===== src/rtl/sd_ppln_pkg.sv =====
`default_nettype none
// ============================================================================
// Module      : sd_ppln_pkg
// Description : Shared defaults and helpers for the sd_pipeline_delay_rstn
//               register pipeline and its stage cell.
// Revision    : 1.0 - initial release
// ============================================================================
package sd_ppln_pkg;

    localparam int SD_PPLN_DEF_WIDTH   = 32;
    localparam int SD_PPLN_DEF_LATENCY = 4;

    localparam int SD_PPLN_MAX_WIDTH   = 1024;
    localparam int SD_PPLN_MAX_LATENCY = 16;

    // A stage can take a new beat when it is empty or its content moves on.
    function automatic logic stage_rdy(input logic v, input logic next_rdy);
        return ~v | next_rdy;
    endfunction

endpackage : sd_ppln_pkg
`default_nettype wire


===== src/rtl/sd_ppln_stage.sv =====
`default_nettype none
// ============================================================================
// Module      : sd_ppln_stage
// Description : One valid/data register of the delay pipeline with
//               combinational ready chaining. Define SD_PPLN_DATA_RESET_EN to
//               clear the data register on reset.
// Revision    : 1.0 - initial release
// ============================================================================
module sd_ppln_stage
    import sd_ppln_pkg::*;
#(
    parameter int WIDTH = SD_PPLN_DEF_WIDTH
) (
    input  logic             clk,
    input  logic             rstn,
    input  logic             i_gated,
    input  logic             i_prev_v,
    input  logic [WIDTH-1:0] i_prev_data,
    input  logic             i_next_rdy,
    output logic             o_v,
    output logic [WIDTH-1:0] o_data,
    output logic             o_rdy
);

    logic             r_v;
    logic [WIDTH-1:0] r_data;
    logic             w_en;

    assign o_rdy  = stage_rdy(r_v, i_next_rdy);
    assign w_en   = o_rdy & ~i_gated;
    assign o_v    = r_v;
    assign o_data = r_data;

    // Reset is checked first so it wins over the clock-gate freeze.
    always_ff @(posedge clk) begin
        if (!rstn) begin
            r_v <= 1'b0;
        end else if (w_en) begin
            r_v <= i_prev_v;
        end
    end

`ifdef SD_PPLN_DATA_RESET_EN
    always_ff @(posedge clk) begin
        if (!rstn) begin
            r_data <= '0;
        end else if (w_en) begin
            r_data <= i_prev_data;
        end
    end
`else
    always_ff @(posedge clk) begin
        if (w_en) begin
            r_data <= i_prev_data;
        end
    end
`endif

endmodule : sd_ppln_stage
`default_nettype wire


===== src/rtl/sd_pipeline_delay_rstn.sv =====
`default_nettype none
// ============================================================================
// Module      : sd_pipeline_delay_rstn
// Description : Fixed-latency srdy/drdy delay pipeline with bubble collapsing
//               and a clock-gate freeze. Optional macro SD_PPLN_DATA_RESET_EN
//               resets the data registers to zero.
// Revision    : 1.0 - initial release
// ============================================================================
module sd_pipeline_delay_rstn
    import sd_ppln_pkg::*;
#(
    parameter int width   = SD_PPLN_DEF_WIDTH,
    parameter int latency = SD_PPLN_DEF_LATENCY
) (
    input  logic             clk,
    input  logic             rstn,
    input  logic             cfg_is_clk_gated,
    input  logic             in_srdy,
    output logic             in_drdy,
    input  logic [width-1:0] in_data,
    output logic             out_srdy,
    input  logic             out_drdy,
    output logic [width-1:0] out_data
);

    if (latency == 0) begin : g_wire
        assign out_srdy = in_srdy & ~cfg_is_clk_gated;
        assign in_drdy  = out_drdy & ~cfg_is_clk_gated;
        assign out_data = in_data;

        logic w_unused;
        assign w_unused = &{1'b0, clk, rstn};
    end else begin : g_pipe
        // Index 0 is the upstream side, index latency the downstream side.
        logic [latency:0]            w_vc;
        logic [latency:0]            w_rc;
        logic [latency:0][width-1:0] w_dc;

        assign w_vc[0]       = in_srdy;
        assign w_dc[0]       = in_data;
        assign w_rc[latency] = out_drdy;

        for (genvar i = 0; i < latency; i++) begin : g_stage
            sd_ppln_stage #(
                .WIDTH (width)
            ) u_stage (
                .clk         (clk),
                .rstn        (rstn),
                .i_gated     (cfg_is_clk_gated),
                .i_prev_v    (w_vc[i]),
                .i_prev_data (w_dc[i]),
                .i_next_rdy  (w_rc[i+1]),
                .o_v         (w_vc[i+1]),
                .o_data      (w_dc[i+1]),
                .o_rdy       (w_rc[i])
            );
        end

        assign in_drdy  = w_rc[0] & ~cfg_is_clk_gated;
        assign out_srdy = w_vc[latency] & ~cfg_is_clk_gated;
        assign out_data = w_dc[latency];
    end

endmodule : sd_pipeline_delay_rstn
`default_nettype wire


===== config.mk =====
export PLATFORM = sky130hd
export DESIGN_NAME = sd_pipeline_delay_rstn
export DESIGN_NICKNAME = d
export VERILOG_FILES = /design/src/rtl/sd_ppln_pkg.sv /design/src/rtl/sd_ppln_stage.sv /design/src/rtl/sd_pipeline_delay_rstn.sv
export SDC_FILE = /design/constraint.sdc
export NUM_CORES = 1
export LEC_CHECK = 0
export CORE_ASPECT_RATIO = 0.5
export CORE_MARGIN = 5
export CORE_UTILIZATION = 25
export CTS_CLUSTER_SIZE = 25
export DETAILED_ROUTE_END_ITERATION = 8
export DONT_BUFFER_PORTS = 1
export PLACE_DENSITY_LB_ADDON = 0.3
export SYNTH_ARGS = -nofsm -noshare
export SYNTH_HDL_FRONTEND = slang
export SYNTH_SLANG_ARGS = --single-unit

===== constraint.sdc =====
create_clock -name clk -period 2.95 [get_ports clk]
set_input_delay 0.59 -clock clk [delete_from_list [all_inputs] [get_ports clk]]
set_output_delay 0.59 -clock clk [all_outputs]
set_load 0.01 [all_outputs]

==> run_results.csv, run 1 <==
group,metric,value,unit
global_route,grt_overflow,0,
timing,period_minus_slack,2130,ps
timing,setup_viol,0,
route,drtIter0Drc,57,
global_route,grt_max_degree,33,
critical_path,endpoint_kind,"primary output",
die,die_h,100,microns
die,start_util,0.259,
die,core_area,15700,sq um
critical_path,cpPeakStageDelay,450,ps
clock_tree,cts_setup_buffers,0,
clock_tree,cts_root_buffer,"clkbuf_16",
timing,hold_viol_final,0,
placed_design,hpwl,4420,microns
pwr,vdd_drop_max,0.431,mV
global_route,grt_pass1_vias,1506,
critical_path,worstPathRequired,2360,ps
route,drc,0,
placed_design,io_buffers,0,
critical_path,crit_chain,"and4b_2, a21oi_4",
route,drt.antenna.violating_nets,0,
logic_synthesis,synth_cell_type_count,17,
clock_tree,clock_sinks,132,
cells_and_area,antenna_cells,0,
logic_synthesis,avgSynthCellArea,26.7,sq um
timing,setup_tns,0,ps
run_status,status,"completed",
die,dieArea,19000,sq um
logic_synthesis,seq_area_frac_synth,0.968,
die,rows,32,
route,drt-pass1-iter-count,3,
placed_design,finalWeightedCongestion,0.650,
cells_and_area,area_growth,24.5,%
logic_synthesis,syn_inst,152,
critical_path,critPathMaxFanout,12,
timing,slew_headroom,0.654,
route,wire_per_inst,15.2,microns
global_route,grt_usage,0.0690,
cells_and_area,post-route-util,0.322,
logic_synthesis,netlist_area,4050,sq um
timing,skew,5.79,ps
critical_path,startpoint_type,"flop",
timing,tightest_slew,517,ps
clock_tree,cts_resized,0,
global_route,grt_antenna_before_repair,7,
timing,fmax,470,MHz
job,maxCapViolations,0,
critical_path,crit_type,"reg2out",
timing,rsz0062_at_grt,"false",
clock_tree,postCtsHoldBufs,0,
logic_synthesis,ys_warn_count,0,
critical_path,cp.arrival,1540,ps
pwr,power.density,893,nW/um^2
hold_path,hp-class,"in2reg",
clock_tree,cts_tree,"done",
clock_tree,cts_made_buffers,17,
logic_synthesis,ys_ff_latch,132,
pwr,p_leak,0.00167,uW
critical_path,crit_path_top_delay_cell,"a21oi_4",
logic_synthesis,syn_nets,189,
clock_tree,path_clk_slew,50,ps
route,vias,1415,
die,io-pin-count,71,
clock_tree,insertion_delay,400,ps
timing,slew_viol_final,0,
global_route,grt_pass1_wl,9160,microns
cells_and_area,num-nets-final,212,
clock_tree,h-tree-depth,4,
timing,post-route-period-util,0.721,
die,die_w,190,microns
route,viasPerCell,3.48,
route,routed_wl,6170,microns
cells_and_area,drive_gt1_frac,0.220,
clock_tree,clockBufferDepth,2,
timing,whs,288,ps
## cell usage after synthesis (all sizes together)
cell type  count  area [sq um]
nand2b         2          12.5
nor2           2          7.51
dfxtp          4          80.1
o21ai          2          13.8
and4b          1          11.3
o21a           1          7.51
buf            1          5.00
nor2b          2          12.5
edfxtp       128          3840
a21oi          2          10.0
a21boi         2          18.8
inv            1          3.75
nand2          2          7.51
o22ai          1          6.26
mux2           1          11.3
## layer usage
| metal | GRT usage | share of wire |
|---|---|---|
| met5 | 0 | 0.015 |
| met4 | 0.0383 | 0.023 |
| met3 | 0.0462 | 0.084 |
| met2 | 0.116 | 0.54 |
| met1 | 0.0634 | 0.33 |
## per-stage QoR
| stage | total power (uW) | cells | setup slack, ps | instance area [sq um] |
|---|---|---|---|---|
| floorplan | 2310 | 152 | 170 | 4060 |
| global route | 4670 | 407 | 753 | 5040 |
| detailed placement | 2350 | 377 | 1030 | 4410 |
| finish | 4500 | 407 | 824 | 5040 |
| CTS | 4560 | 407 | 792 | 5040 |
| global placement | 2340 | 377 | 1050 | 4410 |
## state kept, by name, summed over array words and instances, names as in the netlist
name	flops
g_pipe.g_stage.u_stage.o_data	128
g_pipe.g_stage.u_stage.o_v	4
## logic make-up after synthesis
| group | count (synthesis) | share of synthesized area |
|---|---|---|
| DFF | 132 | 0.969 |
| and+or+nand+nor | 9 | 0.0127 |
| AOI/OAI and AO/OA | 8 | 0.0139 |
| buffers and inverters | 2 | 0.00216 |
| muxes | 1 | 0.00278 |
## worst max-delay path: cells and delay by family (launching register included)
family / cells / cell delay (ps)
flops: 1 / 350
simple gates: 1 / 330
compound gates: 1 / 450
## final cells by class
| class | count | area, sq um |
|---|---|---|
| inverter | 1 | 3.75 |
| tap | 221 | 277 |
| sequential | 132 | 3920 |
| timing repair buffer | 5 | 50.0 |
| clock inverter | 13 | 206 |
| multi-input combinational | 18 | 156 |
| fill | 1459 | 10600 |
| clock buffer | 17 | 425 |
## report_power, final
part,internal (uW),total (uW),leakage [uW],switching (uW)
Clock,1490,2200,0.000307,706
Combinational,12.1,49.9,0.0000775,37.8
Sequential,2200,2250,0.00129,51.7
## path summary, 6_finish.rpt
kind                                             startpoint                                        endpoint  slack (ps)  cells after the start
max              g_pipe.g_stage[2].u_stage.o_v$_SDFFE_PN0P_                                         in_drdy         820                      2
min                                             in_data[24]  g_pipe.g_stage[0].u_stage.o_data[24]$_DFFE_PP_         290                      0
max reg2reg      g_pipe.g_stage[2].u_stage.o_v$_SDFFE_PN0P_  g_pipe.g_stage[0].u_stage.o_data[20]$_DFFE_PP_        1260                      3
min reg2reg  g_pipe.g_stage[0].u_stage.o_data[15]$_DFFE_PP_  g_pipe.g_stage[1].u_stage.o_data[15]$_DFFE_PP_         410                      0
## layout by cell type, fill, tap and decap left out, drive strengths merged, types with 3 or more instances in the layout
master / n
clkinv: 5
edfxtp: 128
inv: 3
bufinv: 5
clkbuf: 17
buf: 5
dfxtp: 4
Power figures use the tool's default switching activity.
==> run 2: changes to the inputs <==
clock period = 2.1 ns   (was 2.95 ns; I/O delays follow)
==> run 2 against run 1 <==
Net effect:
- clock-buffer cell count is 1 higher
- non-clock buffer count is the same
- sequential share of layout area is 0.33 points lower
- clock skew up 1.6 ps
- critical endpoint unchanged
- largest power group unchanged
==> run_results.csv, run 2 (synthesis gave the netlist of run 1 again) <==
group,metric,value,unit
global_route,grt_overflow,0,
clock_tree,insertion_delay,400,ps
timing,post-route-period-util,0.915,
route,wire_per_inst,15.0,microns
critical_path,rrSetupSlack,590,ps
timing,fmax,520,MHz
route,viasPerCell,3.46,
critical_path,cp.arrival,1500,ps
run_status,status,"completed",
placed_design,io_buffers,0,
cells_and_area,num-nets-final,212,
critical_path,r2r_start,"g_pipe.g_stage[2].u_stage.o_v$_SDFFE_PN0P_",
route,drtIter0Drc,146,
critical_path,crit_family,"flip-flops",
route,drt-pass1-iter-count,4,
cells_and_area,final_common_cell,"edfxtp_1",
pwr,p_leak,0.00167,uW
route,drt.antenna.violating_nets,0,
die,dieArea,19000,sq um
placed_design,place_area,4420,sq um
global_route,grt_antenna_before_repair,3,
timing,rsz0062_at_grt,"false",
clock_tree,path_clk_slew,60,ps
clock_tree,clockBufferDepth,2,
critical_path,crit_buf_inv,1,
die,rows,32,
hold_path,hold_start,"in_data[19]",
cells_and_area,post-route-util,0.323,
die,start_util,0.259,
critical_path,worstPathRequired,1680,ps
cells_and_area,final_area,5060,sq um
pwr,power.density,1250,nW/um^2
placed_design,hpwl,4430,microns
cells_and_area,multi_input_area,156,sq um
hold_path,hold_end,"g_pipe.g_stage[0].u_stage.o_data[19]$_DFFE_PP_",
critical_path,endpoint_kind,"primary output",
clock_tree,cts_made_buffers,17,
timing,period_minus_slack,1920,ps
global_route,grt_max_degree,33,
cells_and_area,largest_reg_flops,128,
route,drc,0,
critical_path,critPathMaxFanout,14,
critical_path,cpPeakStageDelay,350,ps
global_route,grt_usage,0.0708,
critical_path,crit_path_top_delay_cell,"dfxtp_1",
cells_and_area,fin_cells,410,
timing,setup_tns,0,ps
cells_and_area,area_growth,25.0,%
cells_and_area,seqCellArea,3920,sq um
critical_path,crit_chain,"and4b_2, a21oi_4, buf_4",
clock_tree,clock_sinks,132,
clock_tree,cts_resized,0,
placed_design,finalWeightedCongestion,0.640,
timing,skew,7.38,ps
die,die_h,100,microns
cells_and_area,drive_gt1_frac,0.223,
clock_tree,h-tree-depth,4,
die,die_w,190,microns
clock_tree,cts_setup_buffers,0,
timing,slew_headroom,0.677,
hold_path,whs_path_depth,0,
timing,slew_viol_final,0,
die,core_area,15700,sq um
timing,tightest_slew,484,ps
pwr,vdd_drop_max,0.539,mV
critical_path,startpoint_type,"flop",
route,vias,1418,
clock_tree,cts_tree,"done",
timing,hold_viol_final,0,
global_route,grt_pass1_wl,9360,microns
hold_path,hp-class,"in2reg",
cells_and_area,n_fill_cell,1461,
critical_path,timing.rr.end,"g_pipe.g_stage[1].u_stage.o_data[28]$_DFFE_PP_",
route,routed_wl,6130,microns
critical_path,worst-r2r-cell-count,3,
clock_tree,postCtsHoldBufs,0,
timing,setup_viol,0,
job,maxCapViolations,0,
pwr,finalPower,6340,uW
critical_path,path_depth,3,
placed_design,post-place-cells,377,
cells_and_area,final_cell_mix,"edfxtp_1, clkbuf_16, bufinv_16",
global_route,grt_pass1_vias,1505,
critical_path,crit_type,"reg2out",
clock_tree,cts_root_buffer,"clkbuf_16",
die,io-pin-count,71,
run 2: area by class of cell:
type	instances	share of cell area
clock buffer	18	0.0848
inverter	1	0.000741
antenna	1	0.000494
sequential	132	0.775
timing repair buffer	5	0.0124
clock inverter	14	0.0413
multi-input combinational	18	0.0309
tap	221	0.0546
run 2: through the flow:
step	setup slack, ps	hold WS (ps)
4_1_cts	149	82.6
5_1_grt	96.7	79.5
6_report	179	107
3_3_place_gp	590	402
2_1_floorplan	0.0360	400
3_5_place_dp	558	405
run 2: where the power goes:
group	leakage [uW]	total [uW]	switching (uW)	internal, uW
logic	0.0000821	71.2	51.6	19.6
registers	0.00129	3170	75.6	3100
clock network	0.000304	3100	1000	2100
run 2: metal layers:
metal	share of wire	track usage	vias up
met1	0.36	0.0677	701
met5	0.0055	0	-
met4	0.021	0.0450	4
met2	0.54	0.118	39
met3	0.066	0.0420	14
li1	-	-	660
run 2: worst max path at each step:
stage                                          startpoint                                             end
5_1_grt        g_pipe.g_stage[2].u_stage.o_v$_SDFFE_PN0P_                                         in_drdy
3_5_place_dp                                     out_drdy  g_pipe.g_stage[1].u_stage.o_data[21]$_DFFE_PP_
4_1_cts        g_pipe.g_stage[2].u_stage.o_v$_SDFFE_PN0P_                                         in_drdy
6_report       g_pipe.g_stage[2].u_stage.o_v$_SDFFE_PN0P_                                         in_drdy
3_3_place_gp                                     out_drdy                                         in_drdy
2_1_floorplan                                    out_drdy                                         in_drdy
run 2: worst reg2reg max path, delay by kind of cell, from the launching register on:
kind | cells | cell delay [ps]
flip-flops | 1 | 350
AND/OR/NAND/NOR | 2 | 430
buffers and inverters | 1 | 370
